`config.mk`:
```
export PLATFORM = sky130hd
export DESIGN_NAME = digi_lock_ctrl_flat
export DESIGN_NICKNAME = d
export VERILOG_FILES = /design/src/rtl/digi_lock_ctrl_if.sv /design/src/rtl/digi_lock_ctrl.sv /design/src/flat_wrapper.sv
export SDC_FILE = /design/constraint.sdc
export NUM_CORES = 1
export LEC_CHECK = 0
export CAP_MARGIN = 40
export CORE_MARGIN = 4
export CORE_UTILIZATION = 52
export CTS_BUF_LIST = sky130_fd_sc_hd__clkbuf_16
export DETAILED_ROUTE_END_ITERATION = 10
export PLACE_DENSITY_LB_ADDON = 0.15
export SLEW_MARGIN = 20
export SYNTH_ARGS = -nofsm -noshare
export SYNTH_HDL_FRONTEND = slang
export SYNTH_SLANG_ARGS = --single-unit
export TNS_END_PERCENT = 50
```
`constraint.sdc`:
```
create_clock -name clk -period 2.23 [get_ports clk]
set_clock_uncertainty 0.15 [all_clocks]
set_input_delay 0.223 -clock clk [delete_from_list [all_inputs] [get_ports clk]]
set_output_delay 0.223 -clock clk [all_outputs]
set_load 0.005 [all_outputs]
```
`src/rtl/digi_lock_ctrl_if.sv`:
```
// Keypad / actuator bundle for the combination-lock sequencer.
// master = keypad front end and actuator driver side, slave = digi_lock_ctrl.
interface digi_lock_ctrl_if #(
  parameter int KEY_W = 3
);
  logic             key_valid;
  logic [KEY_W-1:0] key_in;
  logic             relock;
  logic             lock;
  logic             alarm;
  logic             busy;
  logic [1:0]       tries_left;

  modport master (
    output key_valid, key_in, relock,
    input  lock, alarm, busy, tries_left
  );

  modport slave (
    input  key_valid, key_in, relock,
    output lock, alarm, busy, tries_left
  );
endinterface

```
`src/rtl/digi_lock_ctrl.sv`:
```
// 3-digit combination lock sequencer: digit compare, tries counter, timed relock and alarm lockout.
// Latency 1 cycle from the final strobe to lock/alarm; no backpressure, one digit per strobe.
// Optional DIGI_LOCK_PROG_EN: a new code can be keyed in while open.
module digi_lock_ctrl #(
  parameter int               KEY_W       = 3,
  parameter logic [KEY_W-1:0] CODE0       = 3'b001,
  parameter logic [KEY_W-1:0] CODE1       = 3'b101,
  parameter logic [KEY_W-1:0] CODE2       = 3'b011,
  parameter int               MAX_TRIES   = 3,
  parameter int               UNLOCK_CYC  = 8,
  parameter int               LOCKOUT_CYC = 16
) (
  input  logic           clk,
  input  logic           rst,
  digi_lock_ctrl_if.slave bus
);

  localparam int         TMAX       = (UNLOCK_CYC > LOCKOUT_CYC) ? UNLOCK_CYC : LOCKOUT_CYC;
  localparam int         TW         = $clog2(TMAX + 1);
  localparam logic [1:0] TRIES_INIT = 2'(MAX_TRIES);

  typedef enum logic [2:0] {K0, K1, K2, OPEN, LOCKOUT} state_t;

  state_t          state_q, state_d;
  logic            mism_q, mism_d;
  logic [1:0]      tries_q, tries_d;
  logic [TW-1:0]   timer_q, timer_d;
  logic            lock_q, alarm_q;
  logic [KEY_W-1:0] exp_dig;
  logic [KEY_W-1:0] code0_w, code1_w, code2_w;
  logic            dig_bad;

`ifdef DIGI_LOCK_PROG_EN
  logic [KEY_W-1:0] code0_q, code1_q, code2_q;
  logic [KEY_W-1:0] code0_d, code1_d, code2_d;
  logic [KEY_W-1:0] sh0_q, sh1_q, sh0_d, sh1_d;
  logic [1:0]       sh_cnt_q, sh_cnt_d;

  assign code0_w = code0_q;
  assign code1_w = code1_q;
  assign code2_w = code2_q;
`else
  assign code0_w = CODE0;
  assign code1_w = CODE1;
  assign code2_w = CODE2;
`endif

  always_comb begin
    exp_dig = code0_w;
    case (state_q)
      K1:      exp_dig = code1_w;
      K2:      exp_dig = code2_w;
      default: exp_dig = code0_w;
    endcase
  end

  assign dig_bad = (bus.key_in != exp_dig);

  always_comb begin
    state_d = state_q;
    mism_d  = mism_q;
    tries_d = tries_q;
    timer_d = timer_q;
`ifdef DIGI_LOCK_PROG_EN
    code0_d  = code0_q;
    code1_d  = code1_q;
    code2_d  = code2_q;
    sh0_d    = sh0_q;
    sh1_d    = sh1_q;
    sh_cnt_d = sh_cnt_q;
`endif
    case (state_q)
      K0: if (bus.key_valid) begin
        mism_d  = mism_q | dig_bad;
        state_d = K1;
      end
      K1: if (bus.key_valid) begin
        mism_d  = mism_q | dig_bad;
        state_d = K2;
      end
      // All three digits are consumed before judging, so a wrong digit's position stays hidden.
      K2: if (bus.key_valid) begin
        mism_d = 1'b0;
        if (!mism_q && !dig_bad) begin
          state_d = OPEN;
          tries_d = TRIES_INIT;
          timer_d = TW'(UNLOCK_CYC);
        end else begin
          tries_d = tries_q - 2'd1;
          if (tries_q == 2'd1) begin
            state_d = LOCKOUT;
            timer_d = TW'(LOCKOUT_CYC);
          end else begin
            state_d = K0;
          end
        end
      end
      OPEN: begin
`ifdef DIGI_LOCK_PROG_EN
        // Relock beats a programming strobe; a strobe keeps the lock open.
        if (bus.relock) begin
          state_d  = K0;
          timer_d  = '0;
          sh_cnt_d = 2'd0;
        end else if (bus.key_valid) begin
          if (sh_cnt_q == 2'd2) begin
            code0_d  = sh0_q;
            code1_d  = sh1_q;
            code2_d  = bus.key_in;
            state_d  = K0;
            timer_d  = '0;
            sh_cnt_d = 2'd0;
          end else begin
            if (sh_cnt_q == 2'd0) sh0_d = bus.key_in;
            else                  sh1_d = bus.key_in;
            sh_cnt_d = sh_cnt_q + 2'd1;
            timer_d  = TW'(UNLOCK_CYC);
          end
        end else if (timer_q == TW'(1)) begin
          state_d  = K0;
          timer_d  = '0;
          sh_cnt_d = 2'd0;
        end else begin
          timer_d = timer_q - TW'(1);
        end
`else
        if (bus.relock || timer_q == TW'(1)) begin
          state_d = K0;
          timer_d = '0;
        end else begin
          timer_d = timer_q - TW'(1);
        end
`endif
      end
      LOCKOUT: begin
        if (timer_q == TW'(1)) begin
          state_d = K0;
          timer_d = '0;
          tries_d = TRIES_INIT;
        end else begin
          timer_d = timer_q - TW'(1);
        end
      end
      default: state_d = K0;
    endcase
  end

  always_ff @(posedge clk) begin
    if (rst) begin
      state_q <= K0;
      mism_q  <= 1'b0;
      tries_q <= TRIES_INIT;
      timer_q <= '0;
      lock_q  <= 1'b1;
      alarm_q <= 1'b0;
    end else begin
      state_q <= state_d;
      mism_q  <= mism_d;
      tries_q <= tries_d;
      timer_q <= timer_d;
      lock_q  <= (state_d != OPEN);
      alarm_q <= (state_d == LOCKOUT);
    end
  end

`ifdef DIGI_LOCK_PROG_EN
  always_ff @(posedge clk) begin
    if (rst) begin
      code0_q  <= CODE0;
      code1_q  <= CODE1;
      code2_q  <= CODE2;
      sh0_q    <= '0;
      sh1_q    <= '0;
      sh_cnt_q <= 2'd0;
    end else begin
      code0_q  <= code0_d;
      code1_q  <= code1_d;
      code2_q  <= code2_d;
      sh0_q    <= sh0_d;
      sh1_q    <= sh1_d;
      sh_cnt_q <= sh_cnt_d;
    end
  end
`endif

  assign bus.lock       = lock_q;
  assign bus.alarm      = alarm_q;
  assign bus.busy       = (state_q == K1) || (state_q == K2);
  assign bus.tries_left = tries_q;

endmodule

```
`src/flat_wrapper.sv`:
```
// flat-port wrapper written by rule: the top's interface ports become plain ports
module digi_lock_ctrl_flat 
#(
  parameter int               KEY_W       = 3,
  parameter logic [KEY_W-1:0] CODE0       = 3'b001,
  parameter logic [KEY_W-1:0] CODE1       = 3'b101,
  parameter logic [KEY_W-1:0] CODE2       = 3'b011,
  parameter int               MAX_TRIES   = 3,
  parameter int               UNLOCK_CYC  = 8,
  parameter int               LOCKOUT_CYC = 16
)
  (clk, rst, bus_key_valid, bus_key_in, bus_relock, bus_lock, bus_alarm, bus_busy, bus_tries_left);
  digi_lock_ctrl_if #(.KEY_W(KEY_W)) bus_i ();
  input  logic clk;
  input  logic rst;
  input wire logic [$bits(bus_i.key_valid)-1:0] bus_key_valid;
  input wire logic [$bits(bus_i.key_in)-1:0] bus_key_in;
  input wire logic [$bits(bus_i.relock)-1:0] bus_relock;
  output wire logic [$bits(bus_i.lock)-1:0] bus_lock;
  output wire logic [$bits(bus_i.alarm)-1:0] bus_alarm;
  output wire logic [$bits(bus_i.busy)-1:0] bus_busy;
  output wire logic [$bits(bus_i.tries_left)-1:0] bus_tries_left;
  assign bus_i.key_valid = bus_key_valid;
  assign bus_i.key_in = bus_key_in;
  assign bus_i.relock = bus_relock;
  assign bus_lock = bus_i.lock;
  assign bus_alarm = bus_i.alarm;
  assign bus_busy = bus_i.busy;
  assign bus_tries_left = bus_i.tries_left;
  digi_lock_ctrl #(.KEY_W(KEY_W), .CODE0(CODE0), .CODE1(CODE1), .CODE2(CODE2), .MAX_TRIES(MAX_TRIES), .UNLOCK_CYC(UNLOCK_CYC), .LOCKOUT_CYC(LOCKOUT_CYC)) u_core (.clk(clk), .rst(rst), .bus(bus_i));
endmodule
```
-- Word-level counts from Yosys, hierarchy flattened
Index checks and enable logic that the tools add are counted.
- bits in registers: 13
- input bits: 7
- output and inout port bits: 5
- word-level logic and storage cells: 57
- $add $sub $neg: 2
- equal/unequal tests: 13
- mux-type cells: 22
- bitwise logic cells: 1
- reduce and logical (&&, ||, !) cells: 13
- operator list (operator ; count):
    $mux 5 ; 5
    $mux 3 ; 7
    $pmux 3 s5 ; 1
    $pmux 5 s3 ; 1
    $reduce_and 3->1 ; 3
    $eq 3x2->1 const B ; 2
    $eq 3x3->1 const B ; 2
    $mux 2 ; 3
    $pmux 3 s2 ; 1
    $eq 5x1->1 const B ; 1
    $sub 5x1->5 const B ; 1
    $ne 2x1->1 const B ; 2
    $pmux 2 s2 ; 1
    $reduce_bool 2->1 ; 2
    $eq 3x1->1 const B ; 1
    $logic_not 3->1 ; 1
    $ne 3x1->1 const B ; 1
    $ne 3x2->1 const B ; 1
    $ne 3x3->1 ; 1
    $reduce_bool 3->1 ; 1
    $eq 2x1->1 const B ; 1
    $logic_not 1->1 ; 2
    $logic_or 1x1->1 ; 2
    $mux 1 ; 2
    6 further kinds ; 6

-- Depth between registers and ports, before layout
- depth after elaboration: 9
- depth in mapped cells: 7
- depth with buffers taken out: 7

-- Worst setup path after synthesis
No wires, ideal clock.
- kind: register -> register
- start: register u_core.timer_q[0]
- end: register u_core.tries_q[0] (netlist: u_core.bus.tries_left[0])
- setup time: 135 ps
- data arrival time: 1353 ps
- slack: 592 ps
- stages on the path, launching flop included: 7
- path buffers: 0
- cell sequence: dfxtp_1 -> ha_1 -> nor4b_2 -> nand3b_1 -> a21oi_1 -> and2_1 -> a41oi_1
- word-level cells in the longest chain between the ends: 3
- ends and longest elaborated chain (what ; line ; RTL):
    start, declared ; digi_lock_ctrl.sv:27 ; logic [TW-1:0] timer_q, timer_d;
    start signal, assigned ; digi_lock_ctrl.sv:160 ; timer_q <= timer_d;
    $eq 5x1->1 ; digi_lock_ctrl.sv:136 ; if (timer_q == TW'(1)) begin
    $ne 2x1->1 (no line) ; -- ;
    $reduce_and 3->1 (no line) ; -- ;
    end signal, assigned ; digi_lock_ctrl.sv:159 ; tries_q <= tries_d;
    end, declared ; digi_lock_ctrl.sv:26 ; logic [1:0] tries_q, tries_d;
Every way passes these cells.
A chain may end at the register's enable or synchronous reset.

-- Final worst setup path
- start: register u_core.state_q[0]
- end: output bus_busy
- word-level cells in the longest chain between the ends: 2
- elaborated cells between the ends (all ways): 3
- classes of those cells: eq/ne (2); reduce/logical (1)
- ends and longest elaborated chain (what ; line ; RTL):
    start, declared ; digi_lock_ctrl.sv:24 ; state_t state_q, state_d;
    start signal, assigned ; digi_lock_ctrl.sv:157 ; state_q <= state_d;
    $eq 3x1->1 or $eq 3x2->1 (tied branches) ; digi_lock_ctrl.sv:188 ; assign bus.busy = (state_q == K1) || (state_q == K2);
    $logic_or 1x1->1 (*) ; digi_lock_ctrl.sv:188 ;
    end, declared ; flat_wrapper.sv:21 ; output wire logic [$bits(bus_i.busy)-1:0] bus_busy;
Mark *: on every way between the ends. The rest lies on a longest branch, timed or not.

==> impl.org <==
** Timing
- The final-report hold violation count came to 0.
- In this run the tightest slew margin relative to its limit is a little under two thirds.
- Transition time of the tightest slew-check pin :: between 0.5 and 0.6 ns
- The smallest clock period supported by the final layout is computed as approximately 2.1 ns.
- Max Transition Viols Final :: 0
- The final critical path takes up ~93% of the cycle.
- Summed over all failing endpoints, the final setup total negative slack is 0 ns.
- Setup violation total in the final timing report :: 0
- Maximum clock rate :: 484 MHz
- Unrepaired setup endpoints after global routing :: no

** Synth
- The share of the Yosys chip area taken by registers is approximately a third.
- By area, the combinational part of the netlist is dominated by simple AND/OR/NAND/NOR gates.
- Synthesized flop and latch total :: 13
- Post-synthesis compound-gate area fraction :: between 20% and 30%
- Synthesis instantiated 34 different standard cells from the library.
- Counting every instance in the synthesized netlist gives 105.
- Of the total synthesized cell area, the portion taken by XOR and XNOR cells is 0%.
- Simple-gate share of the synthesized area :: 34.2%
- By area the synthesized netlist is led by sky130_fd_sc_hd__dfxtp_1, sky130_fd_sc_hd__a21oi_1, sky130_fd_sc_hd__nor2_1, sky130_fd_sc_hd__ha_1, sky130_fd_sc_hd__o21ai_0.
- After synthesis the cells add up to 817 um^2.
- Averaged over all synthesized cells, the footprint is between 7 and 8 um^2.
- Multiplexer share of the synthesized area :: 1.23%
- Synthesized Nets :: 115
- In this run the biggest area consumer among cell types represents between 30% and 40% of the synthesized area.
- Cell type with the largest total area after synthesis :: sky130_fd_sc_hd__dfxtp_1
- During synthesis, Yosys emitted a total of 0 warnings.
- Adder-Cell Fraction of Synth Area :: 4.59%

** Power and ir drop
- VDD sags by at most approximately 0.42 mV.
- Dividing total power by cell area gives a power density of 650 nW/um^2.
- Leakage Power :: approximately 0.0004 uW

** Run status
- The run finished with clean final reports.

** Cells and area
- Post-Route Utilization :: 67.5%
- Layout net count :: 126
- The library cell used most frequently in the layout, excluding fill and tap cells, is sky130_fd_sc_hd__nor2_1.
- Number of fill cells :: 112
- Cells with a size suffix above 1 make up ~8.7% of the layout.
- Area grow syn2layout :: 23.0%
- The number of antenna diodes in the final layout is 0.
- The top cell types in the final layout, fill and taps aside, are sky130_fd_sc_hd__nor2_1, sky130_fd_sc_hd__dfxtp_1, sky130_fd_sc_hd__a21oi_1, sky130_fd_sc_hd__clkdlybuf4s50_1.

** Floorplan
- Initial cell density of the core :: 54.9%
- The die covers 2270 um^2.
- During I/O placement, the number of pins put on the boundary was 12.
- The die is about 48 um tall.
- Total core area :: 1490 um^2
- Row generation in the floorplan step produced 14 rows.
- Die X-Extent :: 47.6 um

** GRT
- Number of antenna violations at the first check in global routing :: 0
- Entering global routing, the biggest net connects 18 pins.
- Global-route usage over all layers :: 19.6%
- The via count of the first global-routing pass came to about 740.
- Global route overflow :: 0
- The first global-routing pass estimated 3130 um of wire.

** Route
- The detailed router put a total of 901 um of wire on met1.
- The routed design has roughly 1900 um of wire.
- Number of detailed-route iterations in the first pass :: 4
- Once detail routing completed, the nets flagged for antenna violations numbered 0.
- For this block, the via count after detailed routing is about 800.
- For this run, design rule violations remaining after detail routing come to 0.
- Detailed routing placed a total of 860 um of wire on met2.
- In this run the top signal layer used is met4.
- Iter 0 DRT Violations :: 16
- After detailed routing, the met3 layer carries 74 um of wire.
- Using the TritonRoute via totals, the vias-per-cell ratio works out to 6.02.
- Routed wirelength normalized by instance count :: 14.4 um

** CTS
- Hold repair after CTS inserted 0 buffers.
- In this run, post-CTS repair resized a total of 0 instances.
- Buffers inserted during clock tree synthesis total 3.
- In this run the number of H-tree levels came out at 1.
- Clock transition at the registers of the reported paths :: about 0.05 ns
- Clock root buffer :: sky130_fd_sc_hd__clkbuf_16
- For this design, the sink count on the clock tree is 13.
- Clock latency on the worst-skew pair, taken at its later pin, is 0.24 ns.
- The number of setup buffers added after CTS is 0.
- No sink is reached through more buffers than the 2 on the longest clock path.
- TritonCTS built the clock tree.

** Setup path
- Critical path peak fanout :: 17
- The critical path is of the flip-flop to output pin type.
- Type of element capturing the critical path :: output pin
- The most critical setup path has its startpoint at u_core.state_q[0].
- For the worst setup path, the data arrival time is 1.69 ns.
- CP Data Required Time :: 1.86 ns
- On the critical path, the stage with the largest delay is an instance of sky130_fd_sc_hd__clkdlybuf4s50_1.
- The startpoint identified for the worst register-to-register timing path is u_core.timer_q[0].
- STA classifies the critical path startpoint as a flip-flop.
- Worst path max stage delay :: between 0.5 and 0.6 ns
- Traced cell by cell, the critical path runs through and2_1 > nor3_1 > clkdlybuf4s50_1.

** Flow run
- Max-cap violations in this run came to 0.

** Placed design
- The wire-length estimate of the detail-placed layout is 1290 um.
- Buffers placed on the I/O ports in this run total 11.
- Weighted congestion reported at the end of routability-driven placement :: 0.810

** Worst hold path
- Hold Crit Class :: flip-flop to flip-flop
- Hold Crit Start :: u_core.mism_q
==> through the flow <==
step	total power, uW	std cells	hold WS (ns)	setup WS [ns]	cell area, um^2
2_1_floorplan	297	105	0.256	0.592	817
3_3_place_gp	320	127	0.337	0.262	926
3_5_place_dp	321	127	0.337	0.221	926
4_1_cts	653	131	0.344	0.170	1000
5_1_grt	676	131	0.380	0.0417	1000
6_report	653	131	0.350	0.163	1000
==> where the power goes <==
| group | internal [uW] | switching (uW) |
|---|---|---|
| combinational | 34.4 | 32.4 |
| sequential | 239 | 12.7 |
| clock | 236 | 98.1 |
| total | 510 | 143 |
==> state kept, by name, summed over array words and instances (netlist names) <==
| name | cells |
|---|---|
| u_core.bus.alarm | 1 |
| u_core.bus.lock | 1 |
| u_core.bus.tries_left | 2 |
| u_core.mism_q | 1 |
| u_core.state_q | 3 |
| u_core.timer_q | 5 |
==> cells in the mapped netlist <==
| cell type | count |
|---|---|
| sky130_fd_sc_hd__mux2i_1 | 1 |
| sky130_fd_sc_hd__nand2_1 | 6 |
| sky130_fd_sc_hd__nand4_1 | 1 |
| sky130_fd_sc_hd__inv_1 | 6 |
| sky130_fd_sc_hd__nor2_1 | 14 |
| sky130_fd_sc_hd__nor3b_2 | 1 |
| sky130_fd_sc_hd__and3_1 | 1 |
| sky130_fd_sc_hd__o211ai_1 | 2 |
| sky130_fd_sc_hd__nand3b_1 | 2 |
| sky130_fd_sc_hd__nor3_1 | 4 |
| sky130_fd_sc_hd__nand4b_1 | 2 |
| sky130_fd_sc_hd__or3_1 | 1 |
| sky130_fd_sc_hd__clkbuf_1 | 4 |
| sky130_fd_sc_hd__nor3_2 | 1 |
| sky130_fd_sc_hd__o32ai_2 | 1 |
| sky130_fd_sc_hd__or3b_1 | 1 |
| sky130_fd_sc_hd__or3b_4 | 1 |
| sky130_fd_sc_hd__nand4bb_1 | 1 |
| sky130_fd_sc_hd__buf_6 | 1 |
| sky130_fd_sc_hd__nand2b_1 | 2 |
| sky130_fd_sc_hd__and4bb_1 | 1 |
| sky130_fd_sc_hd__buf_2 | 2 |
| sky130_fd_sc_hd__a21oi_1 | 11 |
| sky130_fd_sc_hd__a41oi_1 | 1 |
| sky130_fd_sc_hd__o21ai_0 | 7 |
| sky130_fd_sc_hd__a31oi_1 | 3 |
| sky130_fd_sc_hd__a21o_1 | 2 |
| sky130_fd_sc_hd__and2_1 | 2 |
| sky130_fd_sc_hd__dfxtp_1 | 13 |
| sky130_fd_sc_hd__a211oi_1 | 1 |
| sky130_fd_sc_hd__nor2b_1 | 1 |
| sky130_fd_sc_hd__nand3_1 | 4 |
| sky130_fd_sc_hd__ha_1 | 3 |
| sky130_fd_sc_hd__nor4b_2 | 1 |
==> cells by family (layout without fill, tap and decap cells) <==
| family | count (synthesis) | in the layout |
|---|---|---|
| compound gates | 28 | 28 |
| fa+ha+maj | 3 | 3 |
| buf+inv | 13 | 23 |
| flops | 13 | 13 |
| mux | 1 | 1 |
| simple gates | 47 | 47 |
==> final timing paths <==
check	end	slack (ns)	depth (start not counted)
max	bus_busy	0.16	3
min reg2reg	u_core.mism_q	0.35	2
min	u_core.mism_q	0.35	2
max reg2reg	u_core.bus.tries_left[0]	0.28	6
==> layer usage <==
metal  global-route usage [%]  up-vias
li1                         -      394
met1                     24.4      371
met2                     30.5       18
met3                     4.14        6
met4                     12.9        0
met5                        0        -
==> cell type report <==
type                    instances  area (um^2)  area share, %
clock buffers                   3         75.1           7.47
inverters                       6         22.5           2.24
repair buffers                 13          125           12.5
flip-flops and latches         13          260           25.9
multi-input cells              79          498           49.6
well taps                      16         20.0           1.99
clock inverters                 1         3.75          0.374
==> critical path, delay by kind of cell, from the launching register on <==
kind	cells	cell delay (ns)
buffers and inverters	1	0.53
DFF	1	0.47
and+or+nand+nor	2	0.46
No activity file was read; power rests on OpenSTA's default activity.
